**config.mk**
```make
export PLATFORM = sky130hd
export DESIGN_NAME = oet_sorter_flat
export DESIGN_NICKNAME = d
export VERILOG_FILES = /design/src/rtl/oet_sorter_if.sv /design/src/rtl/oet_sorter.sv /design/src/flat_wrapper.sv
export SDC_FILE = /design/constraint.sdc
export NUM_CORES = 1
export LEC_CHECK = 0
export CAP_MARGIN = 15
export CORE_ASPECT_RATIO = 0.8
export CORE_MARGIN = 2
export CORE_UTILIZATION = 44
export CTS_CLUSTER_SIZE = 25
export DETAILED_ROUTE_END_ITERATION = 16
export GPL_TIMING_DRIVEN = 0
export HOLD_SLACK_MARGIN = 0.1
export SETUP_SLACK_MARGIN = 0.02
export SLEW_MARGIN = 20
export SYNTH_ARGS = -nofsm -noshare
export SYNTH_HDL_FRONTEND = slang
export SYNTH_SLANG_ARGS = --single-unit
```
**constraint.sdc**
```tcl
create_clock -name clk -period 2.75 [get_ports clk]
set_input_delay 0.275 -clock clk [delete_from_list [all_inputs] [get_ports clk]]
set_output_delay 0.275 -clock clk [all_outputs]
set_load 0.05 [all_outputs]
```
**src/rtl/oet_sorter_if.sv**
```systemverilog
// Stream bundle for oet_sorter: load side, drain side and the busy flag.
// slave is the sorter's view; master is the view of whoever feeds and drains it.
interface oet_sorter_if #(
  parameter int DATA_WIDTH = 8
);
  logic                  in_valid;
  logic                  in_ready;
  logic [DATA_WIDTH-1:0] in_data;
  logic                  out_valid;
  logic                  out_ready;
  logic [DATA_WIDTH-1:0] out_data;
  logic                  out_last;
  logic                  busy;

  modport slave (
    input  in_valid, in_data, out_ready,
    output in_ready, out_valid, out_data, out_last, busy
  );

  modport master (
    output in_valid, in_data, out_ready,
    input  in_ready, out_valid, out_data, out_last, busy
  );
endinterface

```
**src/rtl/oet_sorter.sv**
```systemverilog
// Serial-in/serial-out odd-even transposition sorter, drains largest first.
// Define SORT_MEDIAN_ONLY_EN to drain only the median entry as a single beat.
module oet_sorter #(
  parameter int DATA_WIDTH = 8,
  parameter int NUM        = 9
) (
  input  logic        clk,
  input  logic        rst,
  oet_sorter_if.slave bus
);
  localparam int CNT_W = $clog2(NUM + 1);
  localparam int IDX_W = $clog2(NUM);
`ifdef SORT_MEDIAN_ONLY_EN
  localparam int FIRST_IDX = (NUM - 1) / 2;
  localparam int LAST_IDX  = (NUM - 1) / 2;
`else
  localparam int FIRST_IDX = 0;
  localparam int LAST_IDX  = NUM - 1;
`endif
  localparam logic [CNT_W-1:0] C_END   = CNT_W'(NUM - 1);
  localparam logic [CNT_W-1:0] C_FIRST = CNT_W'(FIRST_IDX);
  localparam logic [CNT_W-1:0] C_LAST  = CNT_W'(LAST_IDX);

  typedef enum logic [1:0] {S_IDLE, S_LOAD, S_SORT, S_DRAIN} state_t;

  state_t                r_state;
  state_t                w_state_next;
  logic [CNT_W-1:0]      r_cnt;
  logic                  r_armed;
  logic [DATA_WIDTH-1:0] r_mem    [NUM];
  logic [DATA_WIDTH-1:0] w_sorted [NUM];
  logic [NUM-2:0]        w_swap;
  logic [IDX_W-1:0]      w_idx;
  logic                  w_in_ready;
  logic                  w_in_fire;
  logic                  w_out_fire;

  assign w_idx      = r_cnt[IDX_W-1:0];
  assign w_in_fire  = bus.in_valid && w_in_ready;
  assign w_out_fire = bus.out_ready && (r_state == S_DRAIN);

  // r_cnt doubles as the pass number in SORT, so its LSB picks even/odd pairing.
  genvar gi;
  generate
    for (gi = 0; gi < NUM - 1; gi++) begin : g_pair
      localparam bit ODD = (gi % 2) == 1;
      assign w_swap[gi] = (r_cnt[0] == ODD) && (r_mem[gi] < r_mem[gi+1]);
    end
    for (gi = 0; gi < NUM; gi++) begin : g_elem
      if (gi == 0) begin : g_head
        assign w_sorted[gi] = w_swap[gi] ? r_mem[gi+1] : r_mem[gi];
      end else if (gi == NUM - 1) begin : g_tail
        assign w_sorted[gi] = w_swap[gi-1] ? r_mem[gi-1] : r_mem[gi];
      end else begin : g_mid
        assign w_sorted[gi] = w_swap[gi-1] ? r_mem[gi-1] :
                              w_swap[gi]   ? r_mem[gi+1] : r_mem[gi];
      end
    end
  endgenerate

  always_ff @(posedge clk or posedge rst) begin
    if (rst) begin
      r_state <= S_IDLE;
    end else begin
      r_state <= w_state_next;
    end
  end

  always_comb begin
    w_state_next = r_state;
    case (r_state)
      S_IDLE:  if (w_in_fire) w_state_next = S_LOAD;
      S_LOAD:  if (w_in_fire && r_cnt == C_END) w_state_next = S_SORT;
      S_SORT:  if (r_cnt == C_END) w_state_next = S_DRAIN;
      S_DRAIN: if (w_out_fire && r_cnt == C_LAST) w_state_next = S_IDLE;
      default: w_state_next = S_IDLE;
    endcase
  end

  always_comb begin
    w_in_ready    = r_armed && (r_state == S_IDLE || r_state == S_LOAD);
    bus.in_ready  = w_in_ready;
    bus.out_valid = (r_state == S_DRAIN);
    bus.out_data  = '0;
    bus.out_last  = 1'b0;
    bus.busy      = (r_state != S_IDLE);
    if (r_state == S_DRAIN) begin
      bus.out_data = r_mem[w_idx];
      bus.out_last = (r_cnt == C_LAST);
    end
  end

  // r_armed keeps in_ready low until the first edge after reset release.
  always_ff @(posedge clk or posedge rst) begin
    if (rst) begin
      r_cnt   <= '0;
      r_armed <= 1'b0;
      for (int i = 0; i < NUM; i++) r_mem[i] <= '0;
    end else begin
      r_armed <= 1'b1;
      case (r_state)
        S_IDLE, S_LOAD: begin
          if (w_in_fire) begin
            r_mem[w_idx] <= bus.in_data;
            r_cnt        <= (r_cnt == C_END) ? '0 : r_cnt + 1'b1;
          end
        end
        S_SORT: begin
          r_mem <= w_sorted;
          r_cnt <= (r_cnt == C_END) ? C_FIRST : r_cnt + 1'b1;
        end
        S_DRAIN: begin
          if (w_out_fire) r_cnt <= (r_cnt == C_LAST) ? '0 : r_cnt + 1'b1;
        end
        default: r_cnt <= '0;
      endcase
    end
  end
endmodule

```
**src/flat_wrapper.sv**
```systemverilog
// flat-port wrapper written by rule: the top's interface ports become plain ports
module oet_sorter_flat 
#(
  parameter int DATA_WIDTH = 8,
  parameter int NUM        = 9
)
  (clk, rst, bus_in_valid, bus_in_data, bus_out_ready, bus_in_ready, bus_out_valid, bus_out_data, bus_out_last, bus_busy);
  oet_sorter_if #(.DATA_WIDTH(DATA_WIDTH)) bus_i ();
  input  logic clk;
  input  logic rst;
  input wire logic [$bits(bus_i.in_valid)-1:0] bus_in_valid;
  input wire logic [$bits(bus_i.in_data)-1:0] bus_in_data;
  input wire logic [$bits(bus_i.out_ready)-1:0] bus_out_ready;
  output wire logic [$bits(bus_i.in_ready)-1:0] bus_in_ready;
  output wire logic [$bits(bus_i.out_valid)-1:0] bus_out_valid;
  output wire logic [$bits(bus_i.out_data)-1:0] bus_out_data;
  output wire logic [$bits(bus_i.out_last)-1:0] bus_out_last;
  output wire logic [$bits(bus_i.busy)-1:0] bus_busy;
  assign bus_i.in_valid = bus_in_valid;
  assign bus_i.in_data = bus_in_data;
  assign bus_i.out_ready = bus_out_ready;
  assign bus_in_ready = bus_i.in_ready;
  assign bus_out_valid = bus_i.out_valid;
  assign bus_out_data = bus_i.out_data;
  assign bus_out_last = bus_i.out_last;
  assign bus_busy = bus_i.busy;
  oet_sorter #(.DATA_WIDTH(DATA_WIDTH), .NUM(NUM)) u_core (.clk(clk), .rst(rst), .bus(bus_i));
endmodule
```
==> impl_metrics.tcl, run 1 <==
set metrics [dict create \
    worst-setup-path-type "flip-flop to flip-flop" \
    wire_per_inst_um 24.8 \
    power_density_nw_per_um2 1430 \
    cts_tree "built" \
    path_max_fanout 8 \
    syn_area_um2 6740 \
    ys_types 58 \
    htree_levels 3 \
    finalSetupViolCount 0 \
    reg2reg_slack_ps 50 \
    multi_input_area_um2 4440 \
    clockBufferDepth 2 \
    startpoint_type "flip-flop" \
    worst_pin_slew_ps 1020 \
    routed-via-count 6372 \
    status "finished, final reports clean" \
    detail-route-antenna-nets 0 \
    grt_max_degree 52 \
    clock_latency_ps 350 \
    place.gp.congestion 1.03 \
    post-route-util_pct 52.0 \
    hold_buffers 0 \
    final-seq-area_um2 2000 \
    worstPathArrival_ps 2940 \
    postSynthRegisterBits 79 \
    worstPathRequired_ps 2990 \
    synth-seq-area-share_pct 29.3 \
    r2r_start "u_core.r_mem[53]$_DFFE_PP0P_" \
    max_freq_ghz 0.370 \
    drc 0 \
    period_needed_ps 2700 \
    first_pass_iters 6 \
    r2r_end "u_core.r_mem[55]$_DFFE_PP0P_" \
    hold_viol_final 0 \
    rows 40 \
    layout-drive-gt1-share_pct 16.6 \
    drt_iter0_drc 729 \
    hold_class "input pin to asynchronous set/reset pin" \
    critical_path.endpoint_type "flip-flop" \
    area_growth_pct 15.8 \
    synth-main-ff-cell "dfrtp_1" \
    grt_pass1_wl_um 37100 \
    fillCellCount 1435 \
    syn-instance-count 747 \
    timing.final.crit_share_pct 98.3 \
    die_area_um2 16300 \
    cts_buffers 9 \
    io_pins 24 \
    fin_nets 871 \
    io_buffers 15 \
    drt-total-wl_um 24500 \
    peakVddDrop_v 0.000513 \
    holdWs_ps 272 \
    fp.dieW_um 142 \
    grt_pass1_vias 6151 \
    grt_antenna_before_repair 0 \
    slew_headroom_pct 31.9 \
    grt_usage_pct 30.9 \
    rsz0062_at_grt "yes" \
    maxCapViolCount 0 \
    drv_slew 0 \
    syn-num-nets 824 \
    r2r_cells 8 \
    grt_overflow 0 \
    initial_core_util_pct 44.9 \
    cts.clk_slew.worst_paths_ps 60 \
    synth-edff-count 0 \
    syn_area_per_cell_um2 9.03 \
    core-area_um2 15000 \
    p_leak_nw 3.38 \
    viasPerCell 6.45 \
    crit_end "u_core.r_mem[55]$_DFFE_PP0P_" \
    die_h_um 115 \
    cts_sinks 79 \
    cp-startpoint "u_core.r_mem[53]$_DFFE_PP0P_" \
    hpwl_um 17900 \
    clock_skew_ps 8.61 \
    n_antenna_cell 0 \
    async_flop_share_pct 100 \
    root_buffer "clkbuf_16" \
    yosys_warnings 0 \
]
flip-flops by register name, summed over array words and instances, names as in the netlist:
| register | cells |
|---|---|
| u_core.r_state | 2 |
| u_core.r_cnt | 4 |
| u_core.r_mem | 72 |
| u_core.r_armed | 1 |
worst min-delay path by stage:
stage | from | to | cells after the start | slack, ps
finish | rst | u_core.r_mem[41]$_DFFE_PP0P_ | 2 | 270
global route | rst | u_core.r_mem[41]$_DFFE_PP0P_ | 2 | 310
CTS | rst | u_core.r_mem[41]$_DFFE_PP0P_ | 2 | 290
detailed placement | u_core.r_cnt[3]$_DFFE_PP0P_ | u_core.r_cnt[3]$_DFFE_PP0P_ | 1 | 550
global placement | u_core.r_cnt[3]$_DFFE_PP0P_ | u_core.r_cnt[3]$_DFFE_PP0P_ | 1 | 550
floorplan | u_core.r_cnt[3]$_DFFE_PP0P_ | u_core.r_cnt[3]$_DFFE_PP0P_ | 1 | 510
report_power, final:
part           internal (W)  switching [W]  total, W
Combinational       0.00297        0.00424   0.00721
Clock              0.000845       0.000513   0.00136
Sequential          0.00168       0.000937   0.00262
Total               0.00550        0.00569    0.0112
cell usage in the layout (no fill, tap or decap), drive strengths merged, types with 13 or more instances in the layout:
cell    count
mux2i      86
a21oi      41
buf        50
mux2       26
o22a       23
o21a       13
inv        69
dfrtp      79
ha         65
o221ai     24
and3       13
nand2      52
o211ai     20
a211oi     15
clkbuf     40
o21ai      24
nor2       47
nand3      22
a22oi      22
cell type report:
cell class / count / area share [%]
Tap cell: 189 / 3.03
Clock inverter: 3 / 0.833
Inverter: 69 / 3.38
Clock buffer: 13 / 3.33
Multi-Input combinational cell: 551 / 56.8
Sequential cell: 79 / 25.6
Buffer: 45 / 2.82
Timing Repair Buffer: 39 / 4.14
repair_timing:
item,CTS,global route
buffers inserted,5,18
endpoints found under the setup margin,83,79
gates resized for setup,62,48
pin swaps,3,1
cells in the mapped netlist, types with 2 or more instances:
cell type | count | area, um2
inv_1 | 65 | 244
dfrtp_1 | 79 | 1980
and2_1 | 3 | 18.8
nor3_1 | 2 | 10.0
a21oi_1 | 41 | 205
a211oi_1 | 12 | 90.1
buf_2 | 6 | 30.0
buf_1 | 10 | 37.5
inv_2 | 3 | 11.3
nand2b_1 | 3 | 18.8
o211ai_1 | 20 | 150
a2111oi_2 | 2 | 30.0
o21a_1 | 13 | 97.6
nor2_1 | 46 | 173
o22a_1 | 23 | 201
nand3_1 | 22 | 110
o21ai_0 | 13 | 65.1
mux2i_1 | 86 | 861
mux2_2 | 9 | 101
o2111ai_1 | 2 | 17.5
a211o_1 | 2 | 17.5
a21o_1 | 3 | 22.5
nor2b_1 | 5 | 31.3
a22oi_1 | 22 | 165
nand2_1 | 52 | 195
a31oi_1 | 4 | 25.0
and3_1 | 13 | 81.3
o221ai_1 | 24 | 210
nand4_1 | 5 | 31.3
a211oi_2 | 3 | 37.5
mux2_1 | 16 | 180
o21ai_1 | 10 | 50.1
ha_1 | 65 | 813
a32oi_1 | 9 | 78.8
clkbuf_1 | 30 | 113
or3b_1 | 2 | 17.5
worst max-delay path: stages, from the launching register on:
cell and delay, ps:
dfrtp_1 470, inv_1 130, ha_1 320, o21a_1 120
o211ai_1 90, a31oi_2 390, o21ai_1 210, o21ai_2 460
mux2_2 390
per-layer routing:
| layer | global-route usage (%) | routed length (um) | part of all wire, % |
|---|---|---|---|
| met5 | 0 | 0 | 0 |
| met4 | 10.3 | 571 | 2.3 |
| met1 | 44.1 | 11000 | 45 |
| met2 | 43.3 | 10200 | 41 |
| met3 | 10.8 | 2740 | 11 |
logic make-up after synthesis:
logic type	after synthesis	synth area share (%)
flip-flops	79	29.3
other	1	0.0556
multiplexers	112	17.2
adder cells (fa/ha/maj)	65	12.1
buffers and inverters	117	6.83
AO/OA/AOI/OAI	216	23.9
AND/OR/NAND/NOR	157	10.7
metrics by stage:
step | cell area [um2] | worst slack, ps | instances | power, W | setup TNS [ps]
after floorplan | 6740 | 171 | 747 | 0.00703 | 0
after global placement | 7130 | -1110 | 951 | 0.00879 | -100150
after detailed placement | 7160 | -553 | 952 | 0.00897 | -16820
after CTS | 7640 | 14.6 | 971 | 0.0106 | 0
after global routing | 7810 | -26.3 | 988 | 0.0119 | -89.7
final | 7810 | 47.8 | 988 | 0.0112 | 0
No activity file was read; power rests on OpenSTA's default activity.
==> inputs of run 2 (changes only) <==
--- a/config.mk
+++ b/config.mk
@@ -9,6 +9,7 @@
 export CORE_ASPECT_RATIO = 0.8
 export CORE_MARGIN = 2
 export CORE_UTILIZATION = 44
+export CTS_CLUSTER_DIAMETER = 200
 export CTS_CLUSTER_SIZE = 25
 export DETAILED_ROUTE_END_ITERATION = 16
 export GPL_TIMING_DRIVEN = 0
==> results of run 2 <==
Final layout, timing and power as in run 1 (identical DEF).
